## config.mk

```make
export PLATFORM = sky130hd
export DESIGN_NAME = load_store_master_flat
export DESIGN_NICKNAME = d
export VERILOG_FILES = /design/src/rtl/load_store_master_if.sv /design/src/rtl/load_store_master.sv /design/src/flat_wrapper.sv
export SDC_FILE = /design/constraint.sdc
export NUM_CORES = 1
export LEC_CHECK = 0
export CORE_ASPECT_RATIO = 0.5
export CORE_UTILIZATION = 47
export CTS_CLUSTER_DIAMETER = 60
export CTS_CLUSTER_SIZE = 16
export DETAILED_ROUTE_END_ITERATION = 12
export PLACE_DENSITY = 0.75
export SETUP_SLACK_MARGIN = 0.5
export SLEW_MARGIN = 40
export SYNTH_ARGS = -nofsm -noshare
export SYNTH_HDL_FRONTEND = slang
export SYNTH_SLANG_ARGS = --single-unit
```

## constraint.sdc

```tcl
create_clock -name clk -period 21.6 [get_ports clk]
set_clock_uncertainty 0.2 [all_clocks]
set_input_delay 5.4 -clock clk [delete_from_list [all_inputs] [get_ports clk]]
set_output_delay 5.4 -clock clk [all_outputs]
set_load 0.03 [all_outputs]
```

## src/rtl/load_store_master_if.sv

```systemverilog
// Bundle of CPU request/response and byte-wide memory signals for load_store_master.
// The master modport is the block's own view; slave is the CPU plus memory side.
interface load_store_master_if;
  logic        req_valid;
  logic        req_ready;
  logic        req_write;
  logic [1:0]  req_size;
  logic [31:0] req_addr;
  logic [31:0] req_wdata1;
  logic [31:0] req_wdata2;
  logic        resp_valid;
  logic        resp_err;
  logic [31:0] resp_rdata1;
  logic [31:0] resp_rdata2;
  logic [31:0] mem_addr;
  logic [7:0]  mem_wdata;
  logic        mem_we;
  logic [7:0]  mem_rdata;

  modport master (
    input  req_valid, req_write, req_size, req_addr, req_wdata1, req_wdata2, mem_rdata,
    output req_ready, resp_valid, resp_err, resp_rdata1, resp_rdata2,
           mem_addr, mem_wdata, mem_we
  );

  modport slave (
    output req_valid, req_write, req_size, req_addr, req_wdata1, req_wdata2, mem_rdata,
    input  req_ready, resp_valid, resp_err, resp_rdata1, resp_rdata2,
           mem_addr, mem_wdata, mem_we
  );
endinterface

```

## src/rtl/load_store_master.sv

```systemverilog
// Serialises 1/4/8-byte CPU loads and stores onto a byte-wide memory port, big-endian.
// Optional macro LSU_ALIGN_CHECK_EN rejects misaligned word/double accesses with resp_err.
module load_store_master (
  input  logic               clk,
  input  logic               reset,
  load_store_master_if.master bus
);
  typedef enum logic [1:0] {IDLE, XFER, DONE} state_t;

  state_t      state;
  logic        write;
  logic        is_double;
  logic [2:0]  beat_cnt;
  logic [2:0]  last_beat;
  logic [63:0] wshift;
  logic [63:0] acc;

  logic [2:0]  req_last;
  logic [63:0] req_wshift;
  logic [63:0] acc_next;
  logic        misaligned;

  assign bus.req_ready = (state == IDLE);

  // Size 11 behaves as a word; a byte store sends wdata1[7:0] as its single beat.
  assign req_last   = (bus.req_size == 2'b00) ? 3'd0 :
                      (bus.req_size == 2'b10) ? 3'd7 : 3'd3;
  assign req_wshift = (bus.req_size == 2'b00) ? {bus.req_wdata1[7:0], 56'h0}
                                              : {bus.req_wdata1, bus.req_wdata2};
  assign acc_next   = {acc[55:0], bus.mem_rdata};

`ifdef LSU_ALIGN_CHECK_EN
  assign misaligned = (bus.req_size == 2'b10) ? (bus.req_addr[2:0] != 3'd0) :
                      (bus.req_size != 2'b00) ? (bus.req_addr[1:0] != 2'd0) : 1'b0;
`else
  assign misaligned = 1'b0;
`endif

  // NOTE: all state here is updated with non-blocking assignments so every
  // register sees the pre-edge value of every other register.
  always_ff @(posedge clk) begin
    if (reset) begin
      state           <= IDLE;
      beat_cnt        <= '0;
      bus.mem_we      <= 1'b0;
      bus.resp_valid  <= 1'b0;
      bus.resp_err    <= 1'b0;
      bus.mem_addr    <= '0;
      bus.mem_wdata   <= '0;
      bus.resp_rdata1 <= '0;
      bus.resp_rdata2 <= '0;
      // NOTE: latched request fields and shift registers are reloaded on every
      // accept before use, so they carry no reset.
    end else begin
      bus.resp_valid <= 1'b0;
      bus.resp_err   <= 1'b0;
      case (state)
        IDLE: begin
          if (bus.req_valid) begin
            write     <= bus.req_write;
            is_double <= (bus.req_size == 2'b10);
            last_beat <= req_last;
            beat_cnt  <= '0;
            acc       <= '0;
            if (misaligned) begin
              state          <= DONE;
              bus.resp_valid <= 1'b1;
              bus.resp_err   <= 1'b1;
            end else begin
              state         <= XFER;
              bus.mem_addr  <= bus.req_addr;
              bus.mem_wdata <= req_wshift[63:56];
              wshift        <= req_wshift << 8;
              bus.mem_we    <= bus.req_write;
            end
          end
        end
        XFER: begin
          if (!write) acc <= acc_next;
          if (beat_cnt == last_beat) begin
            state          <= DONE;
            bus.mem_we     <= 1'b0;
            bus.resp_valid <= 1'b1;
            if (!write) begin
              if (is_double) begin
                bus.resp_rdata1 <= acc_next[63:32];
                bus.resp_rdata2 <= acc_next[31:0];
              end else begin
                bus.resp_rdata1 <= acc_next[31:0];
                bus.resp_rdata2 <= '0;
              end
            end
          end else begin
            beat_cnt      <= beat_cnt + 3'd1;
            bus.mem_addr  <= bus.mem_addr + 32'd1;
            bus.mem_wdata <= wshift[63:56];
            wshift        <= wshift << 8;
          end
        end
        DONE:    state <= IDLE;
        default: state <= IDLE;
      endcase
    end
  end
endmodule

```

## src/flat_wrapper.sv

```systemverilog
// flat-port wrapper written by rule: the top's interface ports become plain ports
module load_store_master_flat 
  (clk, reset, bus_req_valid, bus_req_write, bus_req_size, bus_req_addr, bus_req_wdata1, bus_req_wdata2, bus_mem_rdata, bus_req_ready, bus_resp_valid, bus_resp_err, bus_resp_rdata1, bus_resp_rdata2, bus_mem_addr, bus_mem_wdata, bus_mem_we);
  load_store_master_if bus_i ();
  input  logic clk;
  input  logic reset;
  input wire logic [$bits(bus_i.req_valid)-1:0] bus_req_valid;
  input wire logic [$bits(bus_i.req_write)-1:0] bus_req_write;
  input wire logic [$bits(bus_i.req_size)-1:0] bus_req_size;
  input wire logic [$bits(bus_i.req_addr)-1:0] bus_req_addr;
  input wire logic [$bits(bus_i.req_wdata1)-1:0] bus_req_wdata1;
  input wire logic [$bits(bus_i.req_wdata2)-1:0] bus_req_wdata2;
  input wire logic [$bits(bus_i.mem_rdata)-1:0] bus_mem_rdata;
  output wire logic [$bits(bus_i.req_ready)-1:0] bus_req_ready;
  output wire logic [$bits(bus_i.resp_valid)-1:0] bus_resp_valid;
  output wire logic [$bits(bus_i.resp_err)-1:0] bus_resp_err;
  output wire logic [$bits(bus_i.resp_rdata1)-1:0] bus_resp_rdata1;
  output wire logic [$bits(bus_i.resp_rdata2)-1:0] bus_resp_rdata2;
  output wire logic [$bits(bus_i.mem_addr)-1:0] bus_mem_addr;
  output wire logic [$bits(bus_i.mem_wdata)-1:0] bus_mem_wdata;
  output wire logic [$bits(bus_i.mem_we)-1:0] bus_mem_we;
  assign bus_i.req_valid = bus_req_valid;
  assign bus_i.req_write = bus_req_write;
  assign bus_i.req_size = bus_req_size;
  assign bus_i.req_addr = bus_req_addr;
  assign bus_i.req_wdata1 = bus_req_wdata1;
  assign bus_i.req_wdata2 = bus_req_wdata2;
  assign bus_i.mem_rdata = bus_mem_rdata;
  assign bus_req_ready = bus_i.req_ready;
  assign bus_resp_valid = bus_i.resp_valid;
  assign bus_resp_err = bus_i.resp_err;
  assign bus_resp_rdata1 = bus_i.resp_rdata1;
  assign bus_resp_rdata2 = bus_i.resp_rdata2;
  assign bus_mem_addr = bus_i.mem_addr;
  assign bus_mem_wdata = bus_i.mem_wdata;
  assign bus_mem_we = bus_i.mem_we;
  load_store_master u_core (.clk(clk), .reset(reset), .bus(bus_i));
endmodule
```

==> run summary, run 1 <==
Status - finished, violations left
Failing checks - design-rule violations
Vias per Instance - 5.67
Ys Warns - 0
Critical Path RT - 21.51 ns
Layout cells sized above 1 - 4.55%
EDFF count, synth - 116
Fill cells - 1608
Antenna Cells - 0
Tcrit/Tclk final - 35.4%
Hold WS - 0.252 ns
Post-CTS Resized - 0
Total negative slack - 0 ns
Max Cap Viol - 0
Syn Area/Cell - 10.7 sq um
Slew headroom - 45.8%
Core region area - 20000 sq um
Setup violators final - 0
Ys async rst share - 0%
Multi-input gate area - 3810 sq um
Area leader, netlist - edfxtp_1
Peak VDD IR - 48.9 uV
Clk buf depth - 3
Ys flop type - edfxtp_1
Max Slew Vio Count - 0
First-pass GRT wire length - 40.1 mm
Vias in the first global route - 7460
Die Y - 104 um
Post-route ant nets - 0
Tot Pwr - 0.000959 W
PwrDens - 75.5 nW/um^2
Final nets - 1200
Pre-antenna DRT Iters - 9
CTS sink cnt - 227
I/O Buffers - 216
Sequential fraction of the synthesis area - 58.0%
Util after Layout - 63.6%
DP Wirelength - 17.4 mm
Grt ovf - 0
Mapped Cells - 915
Gpl congestion - 0.836
WL per Instance - 18.7 um
Synth unique cells - 61
Initial core utilization - 49.3%
Drt drc - 7
Post-Syn Area - 9840 sq um
Count leader, synth - edfxtp_1
# rows - 36
Syn Nets - 1027
Number of I/O pins - 218
Fin crit period - 7.64 ns
Clock Latency Late Sink - 0.49 ns
H-tree levels - 1
RSZ-0062 raised after global routing - no
CP Launch Type - input pin
Post-synth top cells - edfxtp_1, dfxtp_1, nand2_1, a21oi_1, nor2_1
FF/Latch Area - 5710 sq um
Die Wd - 207 um
Leakage - 4.46 nW
DR vias - 7747
GRT Resource Usage Total - 23.5%
Nature of the critical path endpoint - flip-flop
P&R area growth vs syn - 29.1%
Root Buffer - clkbuf_16
Final hold vios - 0
Worst-Margin Slew - 0.814 ns
Die Area - 21500 sq um
Cts hold-fix bufs - 0
Area contributors post-synth - edfxtp_1, dfxtp_1, a22o_1
CTS buffer count - 18
Synthesis-stage register bit count - 227
Initial antenna violation count - 0
Largest net degree at the start of global routing - 130
Worst EP arrival - 7.55 ns
TritonCTS clock tree - done
CP Max Fanout - 59
Clock transition at path regs - 0.07 ns
Post-synth top area share - 35.4%
DRT Wirelength - 25.6 mm
CP Class - in2reg
Post-CTS setup buffers - 0
Drt initial violations - 487
F_max - 0.131 GHz
Worst Hold Class - reg2reg
==> sequential cells by signal, summed over array words and instances (netlist names), 3 cells and up <==
| name | count |
|---|---|
| u_core.beat_cnt | 3 |
| u_core.bus.mem_addr | 32 |
| u_core.bus.resp_rdata2 | 32 |
| u_core.wshift | 56 |
| u_core.acc | 56 |
| u_core.bus.resp_rdata1 | 32 |
| u_core.bus.mem_wdata | 8 |
==> path summary, 6_finish.rpt <==
check | start | to | slack (ns) | depth (start not counted)
max | bus_req_valid | u_core.wshift[33]$_DFFE_PP_ | 13.96 | 6
min | u_core.bus.resp_rdata2[20]$_SDFFE_PP0P_ | u_core.bus.resp_rdata2[20]$_SDFFE_PP0P_ | 0.25 | 2
max reg2reg | u_core.state[1]$_SDFFE_PP0P_ | u_core.wshift[36]$_DFFE_PP_ | 18.56 | 5
min reg2reg | u_core.bus.resp_rdata2[20]$_SDFFE_PP0P_ | u_core.bus.resp_rdata2[20]$_SDFFE_PP0P_ | 0.25 | 2
==> power by group <==
part	total (W)	switching (W)	internal [W]
combinational	0.000138	0.0000767	0.0000616
clock	0.000318	0.000152	0.000166
sequential	0.000502	0.0000196	0.000482
total	0.000959	0.000248	0.000710
==> layout make-up <==
type | instances | share of cell area (%)
flip-flops and latches | 227 | 44.9
repair buffers | 227 | 17.9
inverters | 11 | 0.325
multi-input cells | 603 | 30.0
well taps | 266 | 2.62
clock buffers | 31 | 4.10
clock inverters | 1 | 0.128
==> layer usage <==
layer,GRT usage (%),vias up,part of all wire [%]
met5,0,-,0
met3,4.04,40,5.3
li1,-,3747,-
met2,38.1,229,48
met1,32.4,3731,45
met4,5.83,0,2.1
==> critical path, cell delays in order <==
cell and delay, ns:
clkdlybuf4s50_1 0.54, nor2_1 0.10, nor2_1 0.24, nand3_1 0.47, inv_2 0.17, buf_4 0.60
==> cell usage in the layout, fill, tap and decap left out, drive strengths merged, types with 7 or more instances in the layout <==
master / synthesis / final
clkbuf: 39 / 32
nand4: 13 / 13
nor2: 63 / 63
and2: 58 / 58
and3: 12 / 12
o211ai: 16 / 16
a22o: 52 / 52
o21ai: 9 / 9
edfxtp: 116 / 116
buf: 35 / 11
inv: 11 / 12
nor4: 7 / 7
mux2i: 41 / 41
clkdlybuf4s50: 0 / 215
a21oi: 67 / 67
nand2: 90 / 90
nand3: 41 / 41
dfxtp: 111 / 111
a211oi: 35 / 35
o32ai: 8 / 8
nor3: 14 / 14
==> cell families after synthesis <==
| kind of cell | after synthesis | synth area share (%) |
|---|---|---|
| flip-flops | 227 | 58.0 |
| AO/OA/AOI/OAI | 236 | 17.1 |
| adder cells (fa/ha/maj) | 2 | 0.254 |
| buffers and inverters | 85 | 3.60 |
| multiplexers | 41 | 4.17 |
| AND/OR/NAND/NOR | 321 | 16.6 |
| other | 1 | 0.0381 |
| XOR/XNOR | 2 | 0.178 |
==> through the flow <==
step	instance area, sq um	instances	setup WS, ns
global route	12700	1366	13.79
floorplan	9840	915	10.90
CTS	12700	1365	14.03
global placement	12100	1333	13.55
finish	12700	1366	13.96
detailed placement	12100	1333	13.54
(Power assumes the default switching activity.)
==> inputs of run 2 (changes only) <==
--- a/config.mk
+++ b/config.mk
@@ -6,11 +6,11 @@
 export NUM_CORES = 1
 export LEC_CHECK = 0
 export CORE_ASPECT_RATIO = 0.5
-export CORE_UTILIZATION = 47
+export CORE_UTILIZATION = 46
 export CTS_CLUSTER_DIAMETER = 60
 export CTS_CLUSTER_SIZE = 16
 export DETAILED_ROUTE_END_ITERATION = 12
-export PLACE_DENSITY = 0.75
+export PLACE_DENSITY = 0.77
 export SETUP_SLACK_MARGIN = 0.5
 export SLEW_MARGIN = 40
 export SYNTH_ARGS = -nofsm -noshare
==> constraint.sdc (replaced) <==
create_clock -name clk -period 6.92 [get_ports clk]
set_clock_uncertainty 0.2 [all_clocks]
set_input_delay 1.73 -clock clk [delete_from_list [all_inputs] [get_ports clk]]
set_output_delay 1.73 -clock clk [all_outputs]
set_load 0.03 [all_outputs]
==> run summary, run 2 (same netlist as run 1, synthesis figures left out) <==
I/O Buffers - 216
DR vias - 7694
PwrDens - 235 nW/um^2
Core region area - 20700 sq um
Worst-Margin Slew - 0.797 ns
WL per Instance - 18.4 um
DP Wirelength - 17.1 mm
Root Buffer - clkbuf_16
Most common cell after layout, fill and taps aside - clkdlybuf4s50_1
Regs by FF count - u_core.acc (56), u_core.wshift (56)
Met3 WL - 1.31 mm
Commonest non-fill, non-tap cells in the layout - clkdlybuf4s50_1, edfxtp_1, dfxtp_1
Tcrit/Tclk final - 57.6%
Final nets - 1198
Fin crit period - 3.98 ns
Clock transition at path regs - 0.07 ns
Worst EP arrival - 3.88 ns
FF/Latch Area - 5710 sq um
Cell total after placement - 1339
WL met1 - 11.2 mm
CP Class - in2reg
Largest net degree at the start of global routing - 130
CTS buffer count - 18
Slew headroom - 46.9%
First-pass GRT wire length - 39.0 mm
Layout Cells excl Fill - 1371
Setup violators final - 0
Die Y - 105 um
Antenna Cells - 0
Met2 wire length - 12.1 mm
Post-route ant nets - 0
Final hold vios - 0
Uppermost layer routed - met4
Layout cells sized above 1 - 4.46%
Die Wd - 209 um
Max Slew Vio Count - 0
Total negative slack - 0 ns
Grt ovf - 0
CP Launch Type - input pin
Number of I/O pins - 218
Post-CTS setup buffers - 0
Drt drc - 0
CP Max Fanout - 60
Drt initial violations - 546
Max Cap Viol - 0
Die Area - 22000 sq um
Clk buf depth - 3
Nature of the critical path endpoint - flip-flop
Post-CTS Resized - 0
Initial core utilization - 47.4%
Initial antenna violation count - 0
Vias per Instance - 5.61
Vias in the first global route - 7182
Pre-antenna DRT Iters - 5
Gpl congestion - 0.848
Peak VDD IR - 141 uV
Clock Latency Late Sink - 0.48 ns
Leakage - 4.45 nW
P&R area growth vs syn - 29.1%
H-tree levels - 1
TritonCTS clock tree - done
CTS sink cnt - 227
DRT Wirelength - 25.2 mm
Critical Path RT - 6.82 ns
RSZ-0062 raised after global routing - no
Multi-input gate area - 3810 sq um
Cts hold-fix bufs - 0
Fill cells - 1702
GRT Resource Usage Total - 22.2%
F_max - 0.251 GHz
Status - complete, no violations
Worst Hold Class - reg2reg
# rows - 37
[run 2: cell count changes in the layout (fill, tap and decap cells not counted), sizes merged]
cell	delta
buf	-2
[run 2: final cells by class]
cell class              instances  share of cell area, %
well taps                     273                   2.69
multi-input cells             603                   30.0
flip-flops and latches        227                   44.9
repair buffers                225                   17.8
clock buffers                  31                   4.10
inverters                      11                  0.345
clock inverters                 1                  0.128
[run 2: worst paths after layout]
path | start | endpoint | slack, ns | cells past startpoint
min reg2reg | u_core.bus.resp_rdata2[22]$_SDFFE_PP0P_ | u_core.bus.resp_rdata2[22]$_SDFFE_PP0P_ | 0.25 | 2
min | u_core.bus.resp_rdata2[22]$_SDFFE_PP0P_ | u_core.bus.resp_rdata2[22]$_SDFFE_PP0P_ | 0.25 | 2
max | bus_req_valid | u_core.wshift[38]$_DFFE_PP_ | 2.94 | 5
max reg2reg | u_core.state[1]$_SDFFE_PP0P_ | u_core.wshift[59]$_DFFE_PP_ | 3.90 | 5
[run 2: critical path, stage by stage]
cell and delay [ns]:
clkdlybuf4s50_1 0.53, nor2_1 0.10, nor2_1 0.29, nand3_1 0.46, inv_4 0.73
[run 2: metal layers]
layer / up-vias / track usage, %
met2: 246 / 36.4
met3: 36 / 3.43
met5: - / 0
met4: 0 / 5.30
met1: 3668 / 30.9
li1: 3744 / -
[run 2: stage by stage]
step                total power [W]  hold slack (ns)  cell area, sq um  setup slack, ns  utilization, %
floorplan                   0.00183            0.304              9840             1.85               -
global placement            0.00201            0.244             12100             2.29            58.4
detailed placement          0.00202            0.242             12100             2.45            58.6
CTS                         0.00300            0.252             12700             2.94            61.2
global route                0.00309            0.274             12700             2.80            61.2
finish                      0.00298            0.248             12700             2.94            61.2
[run 2: power breakdown]
group	total [W]	switching, W	internal (W)
Combinational	0.000429	0.000238	0.000191
Sequential	0.00157	0.0000607	0.00151
Clock	0.000987	0.000468	0.000518
Total	0.00298	0.000767	0.00222
==> inputs of run 3 (changes only) <==
--- a/config.mk
+++ b/config.mk
@@ -6,11 +6,11 @@
 export NUM_CORES = 1
 export LEC_CHECK = 0
 export CORE_ASPECT_RATIO = 0.5
-export CORE_UTILIZATION = 46
+export CORE_UTILIZATION = 47
 export CTS_CLUSTER_DIAMETER = 60
 export CTS_CLUSTER_SIZE = 16
 export DETAILED_ROUTE_END_ITERATION = 12
-export PLACE_DENSITY = 0.77
+export PLACE_DENSITY = 0.75
 export SETUP_SLACK_MARGIN = 0.5
 export SLEW_MARGIN = 40
 export SYNTH_ARGS = -nofsm -noshare
==> constraint.sdc (replaced) <==
create_clock -name clk -period 3.7 [get_ports clk]
set_clock_uncertainty 0.2 [all_clocks]
set_input_delay 0.925 -clock clk [delete_from_list [all_inputs] [get_ports clk]]
set_output_delay 0.925 -clock clk [all_outputs]
set_load 0.03 [all_outputs]
==> run summary, run 3 (same netlist as run 1, synthesis figures left out) <==
Vias in the first global route - 7587
Number of I/O pins - 218
Cell-internal power - 0.00415 W
CP Class - reg2out
Regs by FF count - u_core.acc (56), u_core.wshift (56)
Die Area - 21500 sq um
TritonCTS clock tree - done
Reg2Reg Depth - 5
Hold WS - 0.253 ns
Antenna Cells - 0
Die Wd - 207 um
Gpl congestion - 0.856
Leakage - 4.49 nW
Grt ovf - 0
Final nets - 1205
Slew headroom - 51.2%
DRT Wirelength - 25.5 mm
CP cell instances - nor2_1, clkdlybuf4s50_1
Fill cells - 1595
Final hold vios - 0
PwrDens - 439 nW/um^2
Psw - 0.00144 W
Die Y - 104 um
R2R Path End - u_core.bus.mem_addr[31]$_SDFFE_PP0P_
Failing checks - design-rule violations
Layout Cells excl Fill - 1371
Worst Hold Class - reg2reg
Vias per Instance - 5.73
Worst EP arrival - 1.93 ns
Switching part of the total - 25.8%
Layout cells sized above 1 - 4.89%
Critical Path RT - 2.57 ns
Root Buffer - clkbuf_16
Status - finished, violations left
Logic pwr share - 14.6%
CP Launch Type - flip-flop
CP Capture Point - bus_req_ready
Post-CTS setup buffers - 0
GRT Resource Usage Total - 23.3%
Clock Latency Late Sink - 0.48 ns
Setup violators final - 0
WL per Instance - 18.6 um
Post-CTS Resized - 0
Core region area - 20000 sq um
Pre-CTS WS - 0.603 ns
Tcrit/Tclk final - 82.6%
CTS buffer count - 18
Cell total after placement - 1339
CP Launch Point - u_core.state[0]$_SDFFE_PP0P_
Tot Pwr - 0.00560 W
First-pass GRT wire length - 40.3 mm
Fin crit period - 3.06 ns
P&R area growth vs syn - 29.6%
DP Wirelength - 17.6 mm
Max Slew Vio Count - 0
Drt initial violations - 570
CP Max Fanout - 13
Critical path's slowest cell - dfxtp_1
Setup ws final - 0.642 ns
Hold path depth - 2
F_max - 0.327 GHz
Nature of the critical path endpoint - output pin
Clock share of power - 33.0%
Most common cell after layout, fill and taps aside - clkdlybuf4s50_1
DR vias - 7859
Initial core utilization - 49.3%
CTS sink cnt - 227
Max Cap Viol - 0
Initial antenna violation count - 0
Worst path bufs/invs - 1
H-tree levels - 1
Reg2reg setup slack - 0.96 ns
Commonest non-fill, non-tap cells in the layout - clkdlybuf4s50_1, edfxtp_1, dfxtp_1
# rows - 36
Total negative slack - 0 ns
Drt drc - 5
R2r startpoint - u_core.state[0]$_SDFFE_PP0P_
RSZ-0062 raised after global routing - no
Critical path's largest stage delay - 0.68 ns
Worst-Margin Slew - 0.726 ns
Pre-antenna DRT Iters - 9
Cts hold-fix bufs - 0
Flop pwr share - 52.4%
Peak VDD IR - 259 uV
CP Depth - 2
Post-route ant nets - 0
Clk buf depth - 3
Largest net degree at the start of global routing - 66
Clock transition at path regs - 0.08 ns
Worst path top cell family by delay - flip-flops
I/O Buffers - 216
run 3: cell type report:
cell class,instances,area [sq um],share of cell area (%)
Timing Repair Buffer,232,2320,18.2
Clock buffer,31,520,4.08
Inverter,11,41.3,0.324
Clock inverter,1,16.3,0.128
Multi-Input combinational cell,603,3810,29.9
Sequential cell,227,5710,44.8
Tap cell,266,333,2.61
run 3: metrics by stage:
stage / util, % / cell area [sq um]
final: 63.9 / 12700
after global routing: 63.9 / 12700
after CTS: 63.9 / 12700
after detailed placement: 61.2 / 12200
after global placement: 61.2 / 12200
after floorplan: - / 9880
run 3: metal layers:
layer  global-route usage, %  part of all wire [%]
met1                    32.2                    44
met5                       0                     0
met2                    38.0                    47
met4                    6.04                   2.2
met3                    3.73                   6.2
run 3: how the worst min path moves through the flow:
| stage | from | endpoint | slack, ns |
|---|---|---|---|
| after floorplan | u_core.beat_cnt[1]$_SDFFE_PP0P_ | u_core.beat_cnt[1]$_SDFFE_PP0P_ | 0.30 |
| after global placement | u_core.bus.resp_rdata2[22]$_SDFFE_PP0P_ | u_core.bus.resp_rdata2[22]$_SDFFE_PP0P_ | 0.24 |
| after detailed placement | u_core.bus.resp_rdata2[22]$_SDFFE_PP0P_ | u_core.bus.resp_rdata2[22]$_SDFFE_PP0P_ | 0.25 |
| after CTS | u_core.bus.resp_rdata2[22]$_SDFFE_PP0P_ | u_core.bus.resp_rdata2[22]$_SDFFE_PP0P_ | 0.26 |
| after global routing | u_core.bus.resp_rdata2[30]$_SDFFE_PP0P_ | u_core.bus.resp_rdata2[30]$_SDFFE_PP0P_ | 0.27 |
| final | u_core.bus.resp_rdata2[22]$_SDFFE_PP0P_ | u_core.bus.resp_rdata2[22]$_SDFFE_PP0P_ | 0.25 |
run 3: power by group through the flow:
stage	combinational (W)	clock, W	sequential [W]
floorplan	0.000386	0	0.00305
global placement	0.000794	0	0.00298
detailed placement	0.000812	0	0.00299
CTS	0.000816	0.00189	0.00293
global route	0.000876	0.00198	0.00295
finish	0.000816	0.00185	0.00293
run 3: tightest hold or removal path: cells and delay by family, from the launching register on:
kind / cells / cell delay (ns)
DFF: 1 / 0.31
and+or+nand+nor: 1 / 0.05
AOI/OAI and AO/OA: 1 / 0.05
